==> src/rtl/multiplier_arbiter_tainttrack.sv <==
// Round-robin arbiter that shares one sequential multiplier between NREQ
// requesters. Each data/control signal has a parallel _t taint signal that
// OR-propagates through the arbitration decision and the datapath.
//
// Ports
//   clk, rst                         clock, synchronous active-low reset
//   req / req_t                      request level per requester (+ taint)
//   req_a, req_b (+ _t)              packed operands, slot i at [i*WIDTH +: WIDTH]
//   grant / grant_t                  one-hot owner during ISSUE..RESP
//   resp_valid / resp_valid_t        one-cycle pulse to the owner
//   resp_product / resp_product_t    product, holds after the response
//   mul_start / mul_start_t          start pulse to the multiplier
//   mul_a, mul_b (+ _t)              operands latched at grant time
//   mul_done / mul_done_t            completion flag from the multiplier
//   mul_product / mul_product_t      multiplier result
module multiplier_arbiter_tainttrack #(
    parameter int unsigned WIDTH = 4,
    parameter int unsigned NREQ  = 4
) (
    input  logic                    clk,
    input  logic                    rst,
    input  logic [NREQ-1:0]         req,
    input  logic [NREQ-1:0]         req_t,
    input  logic [NREQ*WIDTH-1:0]   req_a,
    input  logic [NREQ*WIDTH-1:0]   req_a_t,
    input  logic [NREQ*WIDTH-1:0]   req_b,
    input  logic [NREQ*WIDTH-1:0]   req_b_t,
    output logic [NREQ-1:0]         grant,
    output logic [NREQ-1:0]         grant_t,
    output logic [NREQ-1:0]         resp_valid,
    output logic [NREQ-1:0]         resp_valid_t,
    output logic [2*WIDTH-1:0]      resp_product,
    output logic [2*WIDTH-1:0]      resp_product_t,
    output logic                    mul_start,
    output logic                    mul_start_t,
    output logic [WIDTH-1:0]        mul_a,
    output logic [WIDTH-1:0]        mul_a_t,
    output logic [WIDTH-1:0]        mul_b,
    output logic [WIDTH-1:0]        mul_b_t,
    input  logic                    mul_done,
    input  logic                    mul_done_t,
    input  logic [2*WIDTH-1:0]      mul_product,
    input  logic [2*WIDTH-1:0]      mul_product_t
);

    localparam int unsigned IDXW = (NREQ > 1) ? $clog2(NREQ) : 1;
    localparam int unsigned PW   = 2 * WIDTH;

    typedef enum logic [1:0] {
        S_IDLE  = 2'd0,
        S_ISSUE = 2'd1,
        S_WAIT  = 2'd2,
        S_RESP  = 2'd3
    } state_e;

    state_e             r_state;
    logic               r_state_t;
    logic [IDXW-1:0]    r_rr_ptr;
    logic [IDXW-1:0]    r_owner;
    logic               r_owner_t;
    logic [NREQ-1:0]    r_grant;
    logic [NREQ-1:0]    r_grant_t;
    logic [NREQ-1:0]    r_resp_valid;
    logic [NREQ-1:0]    r_resp_valid_t;
    logic [PW-1:0]      r_resp_product;
    logic [PW-1:0]      r_resp_product_t;
    logic               r_mul_start;
    logic               r_mul_start_t;
    logic [WIDTH-1:0]   r_mul_a;
    logic [WIDTH-1:0]   r_mul_a_t;
    logic [WIDTH-1:0]   r_mul_b;
    logic [WIDTH-1:0]   r_mul_b_t;

    logic [WIDTH-1:0]   w_a   [NREQ];
    logic [WIDTH-1:0]   w_a_t [NREQ];
    logic [WIDTH-1:0]   w_b   [NREQ];
    logic [WIDTH-1:0]   w_b_t [NREQ];
    logic [IDXW-1:0]    w_pick;
    logic [NREQ-1:0]    w_pick_oh;
    logic [NREQ-1:0]    w_own_oh;
    logic [IDXW-1:0]    w_next_ptr;
    logic               w_any_req_t;
    logic               w_wait_st_t;

    // Unpack the flat operand buses into per-requester slots
    for (genvar g = 0; g < NREQ; g++) begin : g_unpack
        assign w_a[g]   = req_a[g*WIDTH +: WIDTH];
        assign w_a_t[g] = req_a_t[g*WIDTH +: WIDTH];
        assign w_b[g]   = req_b[g*WIDTH +: WIDTH];
        assign w_b_t[g] = req_b_t[g*WIDTH +: WIDTH];
    end

    // Round-robin pick: scanning from the highest offset down leaves the
    // closest requester at or after rr_ptr as the final assignment
    always_comb begin
        int k;
        k      = 0;
        w_pick = r_rr_ptr;
        for (int i = int'(NREQ) - 1; i >= 0; i--) begin
            k = (int'(r_rr_ptr) + i) % int'(NREQ);
            if (req[IDXW'(k)]) begin
                w_pick = IDXW'(k);
            end
        end
    end

    assign w_pick_oh   = NREQ'(1) << w_pick;
    assign w_own_oh    = NREQ'(1) << r_owner;
    assign w_next_ptr  = (r_owner == IDXW'(NREQ - 1)) ? '0 : r_owner + IDXW'(1);
    // The arbitration decision depends on every request bit
    assign w_any_req_t = |req_t;
    assign w_wait_st_t = r_state_t | mul_done_t;

    // Control FSM with registered outputs
    always_ff @(posedge clk) begin
        if (!rst) begin
            r_state          <= S_IDLE;
            r_state_t        <= 1'b0;
            r_rr_ptr         <= '0;
            r_owner          <= '0;
            r_owner_t        <= 1'b0;
            r_grant          <= '0;
            r_grant_t        <= '0;
            r_resp_valid     <= '0;
            r_resp_valid_t   <= '0;
            r_resp_product   <= '0;
            r_resp_product_t <= '0;
            r_mul_start      <= 1'b0;
            r_mul_start_t    <= 1'b0;
            r_mul_a          <= '0;
            r_mul_a_t        <= '0;
            r_mul_b          <= '0;
            r_mul_b_t        <= '0;
        end else begin
            case (r_state)
                S_IDLE: begin
                    r_state_t <= w_any_req_t;
                    if (|req) begin
                        r_state       <= S_ISSUE;
                        r_owner       <= w_pick;
                        r_owner_t     <= w_any_req_t;
                        r_mul_a       <= w_a[w_pick];
                        r_mul_a_t     <= w_a_t[w_pick] | {WIDTH{w_any_req_t}};
                        r_mul_b       <= w_b[w_pick];
                        r_mul_b_t     <= w_b_t[w_pick] | {WIDTH{w_any_req_t}};
                        r_grant       <= w_pick_oh;
                        r_grant_t     <= w_pick_oh & {NREQ{w_any_req_t}};
                        r_mul_start   <= 1'b1;
                        r_mul_start_t <= w_any_req_t;
                    end
                end
                S_ISSUE: begin
                    r_state       <= S_WAIT;
                    r_mul_start   <= 1'b0;
                    r_mul_start_t <= 1'b0;
                end
                S_WAIT: begin
                    r_state_t <= w_wait_st_t;
                    r_grant_t <= w_own_oh & {NREQ{w_wait_st_t | r_owner_t}};
                    if (mul_done) begin
                        r_state          <= S_RESP;
                        r_resp_valid     <= w_own_oh;
                        r_resp_valid_t   <= w_own_oh & {NREQ{w_wait_st_t | r_owner_t}};
                        r_resp_product   <= mul_product;
                        r_resp_product_t <= mul_product_t | {PW{w_wait_st_t | r_owner_t}};
                    end
                end
                S_RESP: begin
                    r_state        <= S_IDLE;
                    r_state_t      <= 1'b0;
                    r_rr_ptr       <= w_next_ptr;
                    r_grant        <= '0;
                    r_grant_t      <= '0;
                    r_resp_valid   <= '0;
                    r_resp_valid_t <= '0;
                end
                default: begin
                    r_state <= S_IDLE;
                end
            endcase
        end
    end

    assign grant          = r_grant;
    assign grant_t        = r_grant_t;
    assign resp_valid     = r_resp_valid;
    assign resp_valid_t   = r_resp_valid_t;
    assign resp_product   = r_resp_product;
    assign resp_product_t = r_resp_product_t;
    assign mul_start      = r_mul_start;
    assign mul_start_t    = r_mul_start_t;
    assign mul_a          = r_mul_a;
    assign mul_a_t        = r_mul_a_t;
    assign mul_b          = r_mul_b;
    assign mul_b_t        = r_mul_b_t;

endmodule

==> config.mk <==
export PLATFORM = sky130hd
export DESIGN_NAME = multiplier_arbiter_tainttrack
export DESIGN_NICKNAME = d
export VERILOG_FILES = /design/src/rtl/multiplier_arbiter_tainttrack.sv
export SDC_FILE = /design/constraint.sdc
export NUM_CORES = 1
export LEC_CHECK = 0
export ABC_AREA = 1
export BUFFER_PORTS_ARGS = -buffer_cell sky130_fd_sc_hd__buf_2
export CAP_MARGIN = 0
export CORE_ASPECT_RATIO = 0.7
export CORE_UTILIZATION = 43
export CTS_CLUSTER_DIAMETER = 120
export DETAILED_ROUTE_END_ITERATION = 8
export GPL_TIMING_DRIVEN = 0
export PLACE_DENSITY = 0.88
export SYNTH_ARGS = -nofsm -noshare
export SYNTH_HDL_FRONTEND = slang
export SYNTH_SLANG_ARGS = --single-unit
==> constraint.sdc <==
create_clock -name clk -period 1.6 [get_ports clk]
set_input_delay 0.08 -clock clk [delete_from_list [all_inputs] [get_ports clk]]
set_output_delay 0.08 -clock clk [all_outputs]
set_load 0.02 [all_outputs]
==> impl_metrics.env <==
export IMPL_grt_max_degree=11
export IMPL_fin_crit_ns=1.97
export IMPL_htreeDepth=3
export IMPL_finalMaxSlewViolations=0
export IMPL_synth_top_area_share_pct=36.0
export IMPL_drt_iter0_markers=403
export IMPL_min_period_over_period_pct=123
export IMPL_die_area_um2=7860
export IMPL_diodes=0
export IMPL_power_density_nw_per_um2=1930
export IMPL_final_nets=772
export IMPL_ios=142
export IMPL_pwr_share_comb_pct=64.0
export IMPL_viasPerCell=5.56
export IMPL_tightestPinTransition_ns=0.742
export IMPL_area_growth_pct=51.7
export IMPL_synth_area_leaders="dfxtp_1, nor2_1, nand2_1, nand3_1, o21ai_0"
export IMPL_arrival_ns=2.19
export IMPL_hold_viol=0
export IMPL_register_area_um2=1170
export IMPL_drt_total_wl_mm=12.3
export IMPL_clk_pin_slew_ns=0.07
export IMPL_setup_ws_ns=-0.371
export IMPL_ys_seq_area_share_pct=36.0
export IMPL_internal_power_mw=4.91
export IMPL_overflow=0
export IMPL_skew_ns=0.00843
export IMPL_p_clk_share_pct=12.7
export IMPL_syn_num_nets=582
export IMPL_cts_buffers=9
export IMPL_fill_cells=597
export IMPL_core_region_area_um2=7290
export IMPL_firstDrtPassIters=6
export IMPL_drc=0
export IMPL_grt_use_total_pct=27.0
export IMPL_rsz0062_at_grt="true"
export IMPL_synth_warnings=0
export IMPL_slew_headroom_pct=50.1
export IMPL_ant_nets=0
export IMPL_seq_power_share_pct=23.3
export IMPL_utilization_pct=67.2
export IMPL_cts_tree="yes"
export IMPL_hold_ws_ns=0.00552
export IMPL_netlist_instances=480
export IMPL_max_freq_ghz=0.507
export IMPL_start_util_pct=44.3
export IMPL_synth_seq_cells=58
export IMPL_grt_first_pass_wirelength_mm=16.7
export IMPL_place_congestion=0.846
export IMPL_yosysUniqueCellTypes=32
export IMPL_cts_root_buffer="clkbuf_8"
export IMPL_status="complete, but fails checks"
export IMPL_max_cap_violations=0
export IMPL_route_vias_total=4298
export IMPL_die_w_um=106
export IMPL_fp_dieH_um=74.5
export IMPL_cp_start_kind="register"
export IMPL_switching_share_pct=48.0
export IMPL_crit_required_ns=1.82
export IMPL_antenna_found_initial=0
export IMPL_min_delay_path_class="in2reg"
export IMPL_synth_area_per_cell_um2=6.73
export IMPL_crit_fanout=6
export IMPL_wire_per_inst_um=15.9
export IMPL_drive_gt1_share_pct=41.3
export IMPL_clock_latency_ns=0.34
export IMPL_cts_sinks=58
export IMPL_leakage_nw=2.42
export IMPL_crit_type="reg2reg"
export IMPL_yosysTopAreaCell="dfxtp_1"
export IMPL_multi_input_area_um2=1970
export IMPL_vdd_ir_drop_max_mv=0.855
export IMPL_io_buffers=141
export IMPL_power_net_switching_mw=4.53
export IMPL_hpwl_mm=7.37
export IMPL_clockBufferDepth=2
export IMPL_syn_cell_area_um2=3230
export IMPL_grt_pass1_vias=3733
export IMPL_row_count=26
export IMPL_end_kind="register"
export IMPL_dpl_cell_area_um2=4080
export IMPL_violations="setup timing"
export IMPL_setup_viol_count_final=25
export IMPL_final_area_um2=4900
export IMPL_rrSetupSlack_ns=-0.37
[power by group through the flow]
stage / Combinational [mW] / Clock, mW / Sequential (mW)
2_1_floorplan: 2.72 / 0 / 2.59
3_3_place_gp: 4.24 / 0 / 2.14
3_5_place_dp: 4.35 / 0 / 2.16
4_1_cts: 4.95 / 1.21 / 2.15
5_1_grt: 6.45 / 1.28 / 2.23
6_report: 6.04 / 1.20 / 2.19
[timing repair]
item | CTS | global route
gates resized for setup | 48 | 58
endpoints found under the hold margin | 7 | 0
pin swaps | 7 | 26
endpoints found under the setup margin | 53 | 40
hold buffers | 7 | 0
buffers inserted | 13 | 11
cloned | 3 | 6
[synth_stat cells]
cell and number:
nor3_2 1, nor2_4 2, buf_6 5, nor2_1 92
nor3_1 1, ha_1 10, nand2_2 2, nand2_4 2
o31ai_1 1, o211ai_1 1, clkinv_1 1, o21ai_0 42
o21ai_1 5, a21oi_1 31, nand3_4 1, buf_2 6
nand3_1 42, nand2_1 85, inv_1 40, dfxtp_1 58
nand2_8 2, nand4_1 20, clkbuf_1 10, inv_4 1
inv_2 5, a31oi_1 5, inv_6 1, o211a_1 1
nor2_2 3, buf_4 1, buf_8 1, nor4_1 2
[logic make-up (layout without fill, tap and decap cells)]
| group | count (synthesis) | count (layout) | share of synthesized area (%) |
|---|---|---|---|
| AND/OR/NAND/NOR | 255 | 257 | 36.0 |
| AO/OA/AOI/OAI | 86 | 87 | 13.8 |
| buffers and inverters | 71 | 263 | 10.3 |
| flip-flops | 58 | 58 | 36.0 |
| adder cells (fa/ha/maj) | 10 | 10 | 3.88 |
[layout by cell type (no fill, tap or decap), drive strengths merged]
cell,instances
buf,181
dlygate4sd3,7
clkinv,3
a31oi,5
nand4,20
o211ai,1
nor2,98
inv,47
nand3,43
dfxtp,58
nor3,2
o211a,1
o21ai,48
clkinvlp,3
ha,10
nand2,92
o31ai,1
clkbuf,22
nor4,2
a21oi,31
[worst max-delay path, stage by stage, from the launching register on]
cell       delay [ns]
dfxtp_4          0.37
inv_2            0.12
nand2_1          0.10
nand2_2          0.12
nand2_2          0.08
nand2_2          0.07
nand2_2          0.06
nand2_4          0.09
nand3_4          0.14
nand2_8          0.15
clkbuf_16        0.15
nand2_1          0.05
nand2_1          0.07
nor2_1           0.05
nor2_1           0.14
nor2_1           0.07
[metal layers]
layer	wire length (um)	vias up	GRT usage (%)
met2	5550	324	46.9
met1	4940	1933	33.4
met5	0	-	0
met3	1280	74	6.92
met4	510	0	8.64
li1	-	1967	-
[metrics by stage]
stage                     setup slack (ns)  TNS [ns]  std cells  power (mW)
after floorplan                   -0.00333   -0.0169        480        5.31
after global placement              -0.336    -10.35        719        6.38
after detailed placement            -0.433    -14.33        719        6.51
after CTS                           -0.124     -2.18        758        8.31
after global routing                -0.416     -8.64        773        9.95
final                               -0.371     -6.22        773        9.43
[path summary, 6_finish.rpt]
check / from / endpoint / depth (start not counted)
min: mul_product[6] / resp_product[6]$_SDFFE_PN0P_ / 3
max reg2reg: r_rr_ptr[1]$_SDFFE_PN0P_ / mul_a_t[1]$_SDFFE_PN0P_ / 15
max: r_rr_ptr[1]$_SDFFE_PN0P_ / mul_a_t[1]$_SDFFE_PN0P_ / 15
min reg2reg: resp_valid[3]$_SDFFE_PN0P_ / resp_valid[3]$_SDFFE_PN0P_ / 2
[cell type report]
cell class                      count  share of cell area, %
Buffer                             22                   4.52
Clock buffer                       11                   2.89
Clock inverter                      5                  0.613
Inverter                           48                   4.27
Multi-Input combinational cell    354                   40.2
Sequential cell                    58                   23.9
Tap cell                           98                   2.50
Timing Repair Buffer              177                   21.1
No activity file was read; power rests on OpenSTA's default activity.
